`src/rtl/mips_arb_pkg.sv`:
```
// mips_arb_pkg: shared types and constants for the MIPS memory arbiter
package mips_arb_pkg;
  typedef enum logic [1:0] {IDLE, BUS_I, BUS_D, RESP} state_t;
  typedef enum logic {INSTR, DATA} owner_t;
  localparam int TIMEOUT_CYCLES_DEFAULT = 255;
  localparam int TIMEOUT_W = 10;
endpackage

```
`src/rtl/arb_timeout_counter.sv`:
```
// arb_timeout_counter: counts stalled bus cycles, flags the LIMIT-th stalled edge
module arb_timeout_counter
  import mips_arb_pkg::*;
#(
  parameter int LIMIT = TIMEOUT_CYCLES_DEFAULT
) (
  input  logic clk,
  input  logic reset,
  input  logic clear,
  input  logic enable,
  output logic expired
);
  localparam logic [TIMEOUT_W-1:0] LAST = TIMEOUT_W'(LIMIT - 1);
  logic [TIMEOUT_W-1:0] cnt;
  always_ff @(posedge clk or negedge reset)
    if (!reset) cnt <= '0;
    else if (clear) cnt <= '0;
    else if (enable && cnt != LAST) cnt <= cnt + 1'b1;
  // asserted on the stalled cycle whose edge would be the LIMIT-th stall
  assign expired = enable && cnt == LAST;
endmodule

```
`src/rtl/mips_mem_arbiter.sv`:
```
// mips_mem_arbiter: round-robin arbiter of fetch and load/store ports onto one bus
module mips_mem_arbiter
  import mips_arb_pkg::*;
#(
  parameter int TIMEOUT_CYCLES = TIMEOUT_CYCLES_DEFAULT
) (
  input  logic        clk,
  input  logic        reset,
  input  logic        instr_read,
  input  logic [31:0] instr_address,
  output logic [31:0] instr_readdata,
  output logic        instr_ack,
  input  logic        data_read,
  input  logic        data_write,
  input  logic [31:0] data_address,
  input  logic [3:0]  data_byteenable,
  input  logic [31:0] data_writedata,
  output logic [31:0] data_readdata,
  output logic        data_ack,
  output logic [31:0] mem_address,
  output logic [31:0] mem_writedata,
  output logic [3:0]  mem_byteenable,
  output logic        mem_read,
  output logic        mem_write,
  input  logic [31:0] mem_readdata,
  input  logic        mem_waitrequest,
  output logic        bus_error
);
  state_t state, state_next;
  owner_t last_owner;
  logic grant_d, grant_i, grant, in_bus, done, expired;
  always_comb begin
    grant_d = (data_read || data_write) && (!instr_read || last_owner == INSTR);
    grant_i = instr_read && !grant_d;
    grant = state == IDLE && (grant_i || grant_d);
    in_bus = state == BUS_I || state == BUS_D;
    done = in_bus && !mem_waitrequest;
    state_next = state == IDLE ? (grant_d ? BUS_D : grant_i ? BUS_I : IDLE) :
                 state == RESP ? IDLE :
                 (done || expired) ? RESP : state;
  end
  always_ff @(posedge clk or negedge reset)
    if (!reset) begin
      state <= IDLE;
      last_owner <= INSTR;
    end else begin
      state <= state_next;
      if (grant) last_owner <= grant_d ? DATA : INSTR;
    end
  arb_timeout_counter #(.LIMIT(TIMEOUT_CYCLES)) u_timeout (
    .clk(clk),
    .reset(reset),
    .clear(grant),
    .enable(in_bus && mem_waitrequest),
    .expired(expired)
  );
  // read/write with both strobes set is a store
  always_ff @(posedge clk or negedge reset)
    if (!reset) begin
      mem_address <= '0;
      mem_writedata <= '0;
      mem_byteenable <= '0;
      mem_read <= 1'b0;
      mem_write <= 1'b0;
      instr_readdata <= '0;
      data_readdata <= '0;
      instr_ack <= 1'b0;
      data_ack <= 1'b0;
      bus_error <= 1'b0;
    end else begin
      instr_ack <= 1'b0;
      data_ack <= 1'b0;
      bus_error <= 1'b0;
      if (grant) begin
        mem_address <= grant_d ? data_address : instr_address;
        mem_byteenable <= grant_d ? data_byteenable : 4'hF;
        mem_writedata <= grant_d ? data_writedata : '0;
        mem_read <= grant_i || !data_write;
        mem_write <= grant_d && data_write;
      end else if (done || expired) begin
        mem_read <= 1'b0;
        mem_write <= 1'b0;
        instr_ack <= state == BUS_I;
        data_ack <= state == BUS_D;
        bus_error <= expired;
        instr_readdata <= state == BUS_I ? (done && mem_read ? mem_readdata : '0) : instr_readdata;
        data_readdata <= state == BUS_D ? (done && mem_read ? mem_readdata : '0) : data_readdata;
      end
    end
endmodule

```
`config.mk`:
```
export PLATFORM = sky130hd
export DESIGN_NAME = mips_mem_arbiter
export DESIGN_NICKNAME = d
export VERILOG_FILES = /design/src/rtl/mips_arb_pkg.sv /design/src/rtl/arb_timeout_counter.sv /design/src/rtl/mips_mem_arbiter.sv
export SDC_FILE = /design/constraint.sdc
export NUM_CORES = 1
export LEC_CHECK = 0
export BUFFER_PORTS_ARGS = -buffer_cell sky130_fd_sc_hd__buf_2
export CAP_MARGIN = 15
export CORE_ASPECT_RATIO = 1.4
export CORE_UTILIZATION = 45
export DETAILED_ROUTE_END_ITERATION = 10
export PLACE_DENSITY = 0.76
export SLEW_MARGIN = 25
export SYNTH_ARGS = -nofsm -noshare
export SYNTH_HDL_FRONTEND = slang
export SYNTH_SLANG_ARGS = --single-unit
```
`constraint.sdc`:
```
create_clock -name clk -period 2.6 [get_ports clk]
set_input_delay 0.52 -clock clk [delete_from_list [all_inputs] [get_ports clk]]
set_output_delay 0.52 -clock clk [all_outputs]
set_load 0.01 [all_outputs]
```
==> run metrics, run 1 <==
dpl ws 316 ps; Startpoint Class register; GRT busiest layer met2; met3 usage 0.0497; dominant synthesized flop cell dfrtp_1; Syn Std Cell Area 6550 um2; max_cap viols 0; Async SR Flop Fraction 1.00; wirelength, routed 16600 um; detail-routed via count per cell 5.11; Starting Density 0.466; post-synth net total 636; Slew Viols, Final 0; CTS Root Buffer Type clkbuf_16; Pwr Density 1190 nW/um2; Routed Antenna Nets 0; sequential-to-total area share from yosys stat 0.573; CP Max Fanout 17; CTS Buffer Depth 2; EDFF count, synth 0; Final Hold Fails 0; fin crit period 2160 ps; Crit Path Class reg2reg; Lkg Pwr 0.00489 uW; Detailed Routing Iterations Pass 1 4; worst vdd ir 0.592 mV; Distinct cells, synth 37; layout cell share with drive strength beyond 1 0.501; Reg clk slew, reported paths 60 ps; FF-to-FF Start u_timeout.cnt[0]; status complete, no violations; H-tree depth 4; synth warn 0; Fmax achieved 463 MHz; Core ar. 14000 um2; Clock Latency Late Sink 410 ps; met2 Track Usage GR 0.376; number of global-route vias before repair 5017; Starting DRT DRC Count 257; post-DP HPWL 12200 um; Setup crit end kind register; Area growth syn-to-layout 33.7%; Cell Rows 51; final net count 909; Final Cell Area 8750 um2; Seq cells post-synth 150; die area 15000 um2; relative slew slack 0.340; Pwr Total 10500 uW; min setup slack post-route 438 ps; data arrival time of the critical path 2480 ps; Vias 4925; cells resized by post-CTS repair 0; Die Y 145 um; CP Launch Point u_timeout.cnt[0]; Final Skew 10.5 ps; Die Wd 104 um; Gate Count Post-Synth 492; post-route clock period utilization 0.831; first-pass GRT wire length 26000 um; most frequent cells in the layout buf_2, dfrtp_1, mux2_4, nand2_1, o21ai_0; Worst Hold Class in2async; Final setup viols 0; routability congestion estimate from global placement 0.863; Avg Inst Size Synth 13.3 um2; Setup Buffers After CTS 0; Area after DPL 8150 um2; initial antenna violation count 1; CTS Buf Count 17; Hold-fix buffers, CTS 0; GRT met1 Usage 0.280; most common cell after layout, fill and taps aside buf_2; CTS tree done; DR WL/cell 17.2 um; port bufs 274; WP data required 2920 ps; # IOs 275; Worst-Margin Slew 984 ps; gr usage total 0.221; largest net degree at the start of global routing 63; remaining global-route overflow 0; RSZ-0062 raised after global routing false; Final TNS setup 0 ps; clk sink count 150; Residual DRC 0
-- final cells by class --
class / instances / area, um2
tap: 185 / 231
sequential: 150 / 3750
clock inverter: 13 / 134
fill: 1107 / 5280
inverter: 5 / 18.8
multi-input combinational: 306 / 2630
clock buffer: 19 / 453
timing repair buffer: 285 / 1530
antenna: 1 / 2.50
-- cell families after synthesis --
group           count (synthesis)  share of synthesized area
mux                            96                      0.192
xor+xnor                        1                    0.00134
compound gates                 97                      0.104
flops                         150                      0.573
simple gates                  106                     0.0889
fa+ha+maj                       6                     0.0115
buf+inv                        36                     0.0287
-- synth_stat cells, types with 2 or more instances --
master / instances / area share
nand3_4: 2 / 0.0054
o21ai_0: 41 / 0.031
or3_1: 3 / 0.0029
o22a_1: 3 / 0.0040
ha_1: 6 / 0.011
o31a_1: 2 / 0.0027
mux2_4: 58 / 0.13
buf_6: 6 / 0.010
or4_1: 4 / 0.0046
mux2_2: 6 / 0.010
dfrtp_1: 150 / 0.57
inv_1: 5 / 0.0029
mux2i_1: 32 / 0.049
a21oi_1: 7 / 0.0054
nand3_1: 4 / 0.0031
nand2_1: 46 / 0.026
clkbuf_1: 18 / 0.010
o31ai_1: 6 / 0.0069
buf_2: 6 / 0.0046
and2_1: 33 / 0.032
a22o_1: 32 / 0.043
nor2_1: 6 / 0.0034
nor4_1: 2 / 0.0019
-- path summary, 6_finish.rpt --
check | slack, ps | end | cells after the start
min reg2reg | 460 | mem_byteenable[3] | 2
max | 440 | u_timeout.cnt[4] | 6
min | 90 | data_readdata[14] | 1
max reg2reg | 440 | u_timeout.cnt[4] | 6
max in group asynchronous | 1820 | u_timeout.cnt[3] | 2
min in group clk | 320 | mem_writedata[26] | 2
-- through the flow --
step	cells	hold slack [ps]	util
2_1_floorplan	492	224	-
3_3_place_gp	930	450	0.581
3_5_place_dp	930	455	0.581
4_1_cts	962	113	0.622
5_1_grt	964	134	0.624
6_report	964	94.0	0.624
-- state kept, by name, summed over array words and instances, names as in the netlist --
name,flops
bus_error,1
data_ack,1
data_readdata,32
instr_ack,1
instr_readdata,32
last_owner,1
mem_address,32
mem_byteenable,4
mem_read,1
mem_write,1
mem_writedata,32
state,2
u_timeout.cnt,10
-- report_power, final --
group / internal, uW / switching [uW] / total, uW
Sequential: 3320 / 577 / 3900
Combinational: 2010 / 2120 / 4130
Clock: 1400 / 1030 / 2420
-- worst max-delay path, stage by stage, from the launching register on --
cell,delay [ps]
dfrtp_1,430
inv_1,80
ha_1,160
nand4b_2,190
o31ai_2,830
o21ai_0,190
a21oi_1,200
-- routing by layer --
metal	up-vias	wire length [um]
li1	2301	-
met1	2382	6910
met2	224	8220
met3	18	1110
met4	0	308
met5	-	0
No activity file was read; power rests on OpenSTA's default activity.
==> inputs of run 2 (changes only) <==
- clock period: 2.6 -> 2.3 ns (I/O delays scaled with it)
==> run 2 against run 1 <==
The flow now finishes with violations (negative hold slack). Sequential share of layout area decreased by 0.092 points. Core utilization increased by 0.13 points. Fmax increased by 1.4%. Sequential power rose by 13%. Clock-buffer cell count fell by 2. Via count hardly changed. Clock power grew 15%. Register-to-register slack worse by 270 ps. Final cell count is the same. First-iteration DRC count is 12% lower. Global-route usage up 0.28 points. Largest cell class unchanged. Die area unchanged.
==> run metrics, run 2 (synthesis results as in run 1) <==
Area growth syn-to-layout 34.0%; CTS Buffer Depth 2 (unchanged); initial antenna violation count 3 (+2); Reg clk slew, reported paths 70 ps (about the same); Worst Hold Class in2async; Worst-Margin Slew 571 ps (-413 ps); Flop pwr share 0.370 (-0.003); Setup crit end kind register; number of global-route vias before repair 5017 (unchanged); status finished, violations left; Sw Share 0.355 (-0.00139); most frequent cells in the layout buf_2, dfrtp_1, mux2_4, nand2_1, o21ai_0; H-tree depth 4 (unchanged); data arrival time of the critical path 2460 ps (-20 ps); # IOs 275 (unchanged); Vias 4929 (+0.081%); Detailed Routing Iterations Pass 1 5 (+1); CTS tree done; Die Wd 104 um (unchanged); Routed Antenna Nets 0 (unchanged); CP Max Fanout 17 (unchanged); DR WL/cell 17.3 um (+0.48%); FF-to-FF Start state[0]; RSZ-0062 raised after global routing false; switching power 4210 uW (+13%); Cell Int Power 7660 uW (+14%); die area 15000 um2 (unchanged); Core ar. 14000 um2 (unchanged); remaining global-route overflow 0 (unchanged); Slew Viols, Final 0 (unchanged); Final Hold Fails 1 (+1); Fmax achieved 469 MHz (+1.4%); Cell Rows 51 (unchanged); port bufs 274 (unchanged); Clock Latency Late Sink 410 ps (about the same); detail-routed via count per cell 5.11 (about the same); Pwr Density 1350 nW/um2 (+13%); Crit Path Class reg2reg; Cells after DPL 931 (+0.11%); Die Y 145 um (unchanged); most common cell after layout, fill and taps aside buf_2; Starting DRT DRC Count 225 (-12%); clk sink count 150 (unchanged); Lkg Pwr 0.00489 uW (about the same); layout cell share with drive strength beyond 1 0.501 (-0.000642); failing checks negative hold slack; Startpoint Class register; wirelength, routed 16600 um (+0.48%); Final Skew 11.9 ps (+1.45 ps); # fillers 1136 (+2.6%); Hold-fix buffers, CTS 0 (unchanged); post-DP HPWL 12300 um (+1.1%); WP data required 2630 ps (-290 ps); CP Launch Point state[0]; gr usage total 0.224 (+0.00281); Util after Layout 0.625 (+0.00134); final net count 909 (unchanged); first-pass GRT wire length 26100 um (+0.53%); Clock Power Share 0.235 (+0.003); Residual DRC 0 (unchanged); Final setup viols 0 (unchanged); Hold Worst Slack -2.44 ps (-96.4 ps); largest net degree at the start of global routing 89 (+41%); relative slew slack 0.619 (+0.279); combinational fraction of design power 0.395 (about the same); CTS Root Buffer Type clkbuf_16; Starting Density 0.466 (unchanged); max_cap viols 0 (unchanged); Final TNS setup 0 ps (unchanged); routability congestion estimate from global placement 0.852 (-1.3%); CTS Buf Count 17 (unchanged); fin crit period 2130 ps (-30.8 ps); post-route clock period utilization 0.927 (+0.0951); worst vdd ir 0.634 mV (+7.0%); Final Instance Count excl. Fillers 964 (unchanged)
==> run 2: changes by cell type in the layout (fill, tap and decap cells not counted), sizes merged <==
cell	delta
clkinv	-2
bufinv	+1
clkbuf	-2
clkinvlp	+2
diode	+1
==> run 2: power by group through the flow <==
stage / Combinational [uW] / Clock (uW) / Sequential (uW)
after global routing: 5100 / 2950 / 4530
after CTS: 4730 / 2840 / 4390
after detailed placement: 4720 / 0 / 4430
after global placement: 4570 / 0 / 4370
final: 4690 / 2780 / 4390
after floorplan: 2370 / 0 / 4860
==> run 2: final timing paths <==
kind	endpoint	slack (ps)	depth (start not counted)
setup / recovery	u_timeout.cnt[5]	170	6
hold / removal	instr_readdata[21]	-2	1
setup reg to reg	u_timeout.cnt[5]	170	6
hold reg to reg	mem_byteenable[3]	470	2
max in group asynchronous	u_timeout.cnt[3]	1620	2
min in group clk	mem_byteenable[1]	260	2
==> run 2: critical path: stages (launching register included) <==
cell	delay [ps]
dfrtp_1	390
inv_1	80
ha_1	460
and2_1	290
o31ai_4	190
or4_1	500
a21oi_1	150
==> run 2: final cells by class <==
| type | count | area (um2) | share of cell area |
|---|---|---|---|
| inverters | 5 | 18.8 | 0.00214 |
| clock inverters | 14 | 164 | 0.0187 |
| multi-input cells | 306 | 2640 | 0.301 |
| clock buffers | 17 | 425 | 0.0485 |
| well taps | 185 | 231 | 0.0264 |
| flip-flops and latches | 150 | 3750 | 0.428 |
| repair buffers | 285 | 1540 | 0.175 |
| diodes | 2 | 5.00 | 0.000570 |
==> run 2: what timing repair did <==
action                                  4_1_cts  5_1_grt
endpoints found under the setup margin        0        1
resized for setup                             0        1
buffers inserted                              0        0
==> run 2: through the flow <==
stage / area, um2 / power [uW] / hold WS (ps) / setup WS [ps]
final: 8770 / 11900 / -2.44 / 169
after global routing: 8770 / 12600 / 32.6 / 33.0
after CTS: 8760 / 12000 / 16.3 / 166
after detailed placement: 8170 / 9150 / 455 / 163
after global placement: 8170 / 8930 / 452 / 270
after floorplan: 6550 / 7230 / 164 / 434
==> run 2: layer usage <==
layer / global-route usage / part of all wire / vias up
met3: 0.0582 / 0.066 / 18
li1: - / - / 2300
met4: 0.0902 / 0.017 / 2
met1: 0.279 / 0.42 / 2378
met5: 0 / 0.00060 / -
met2: 0.374 / 0.50 / 231
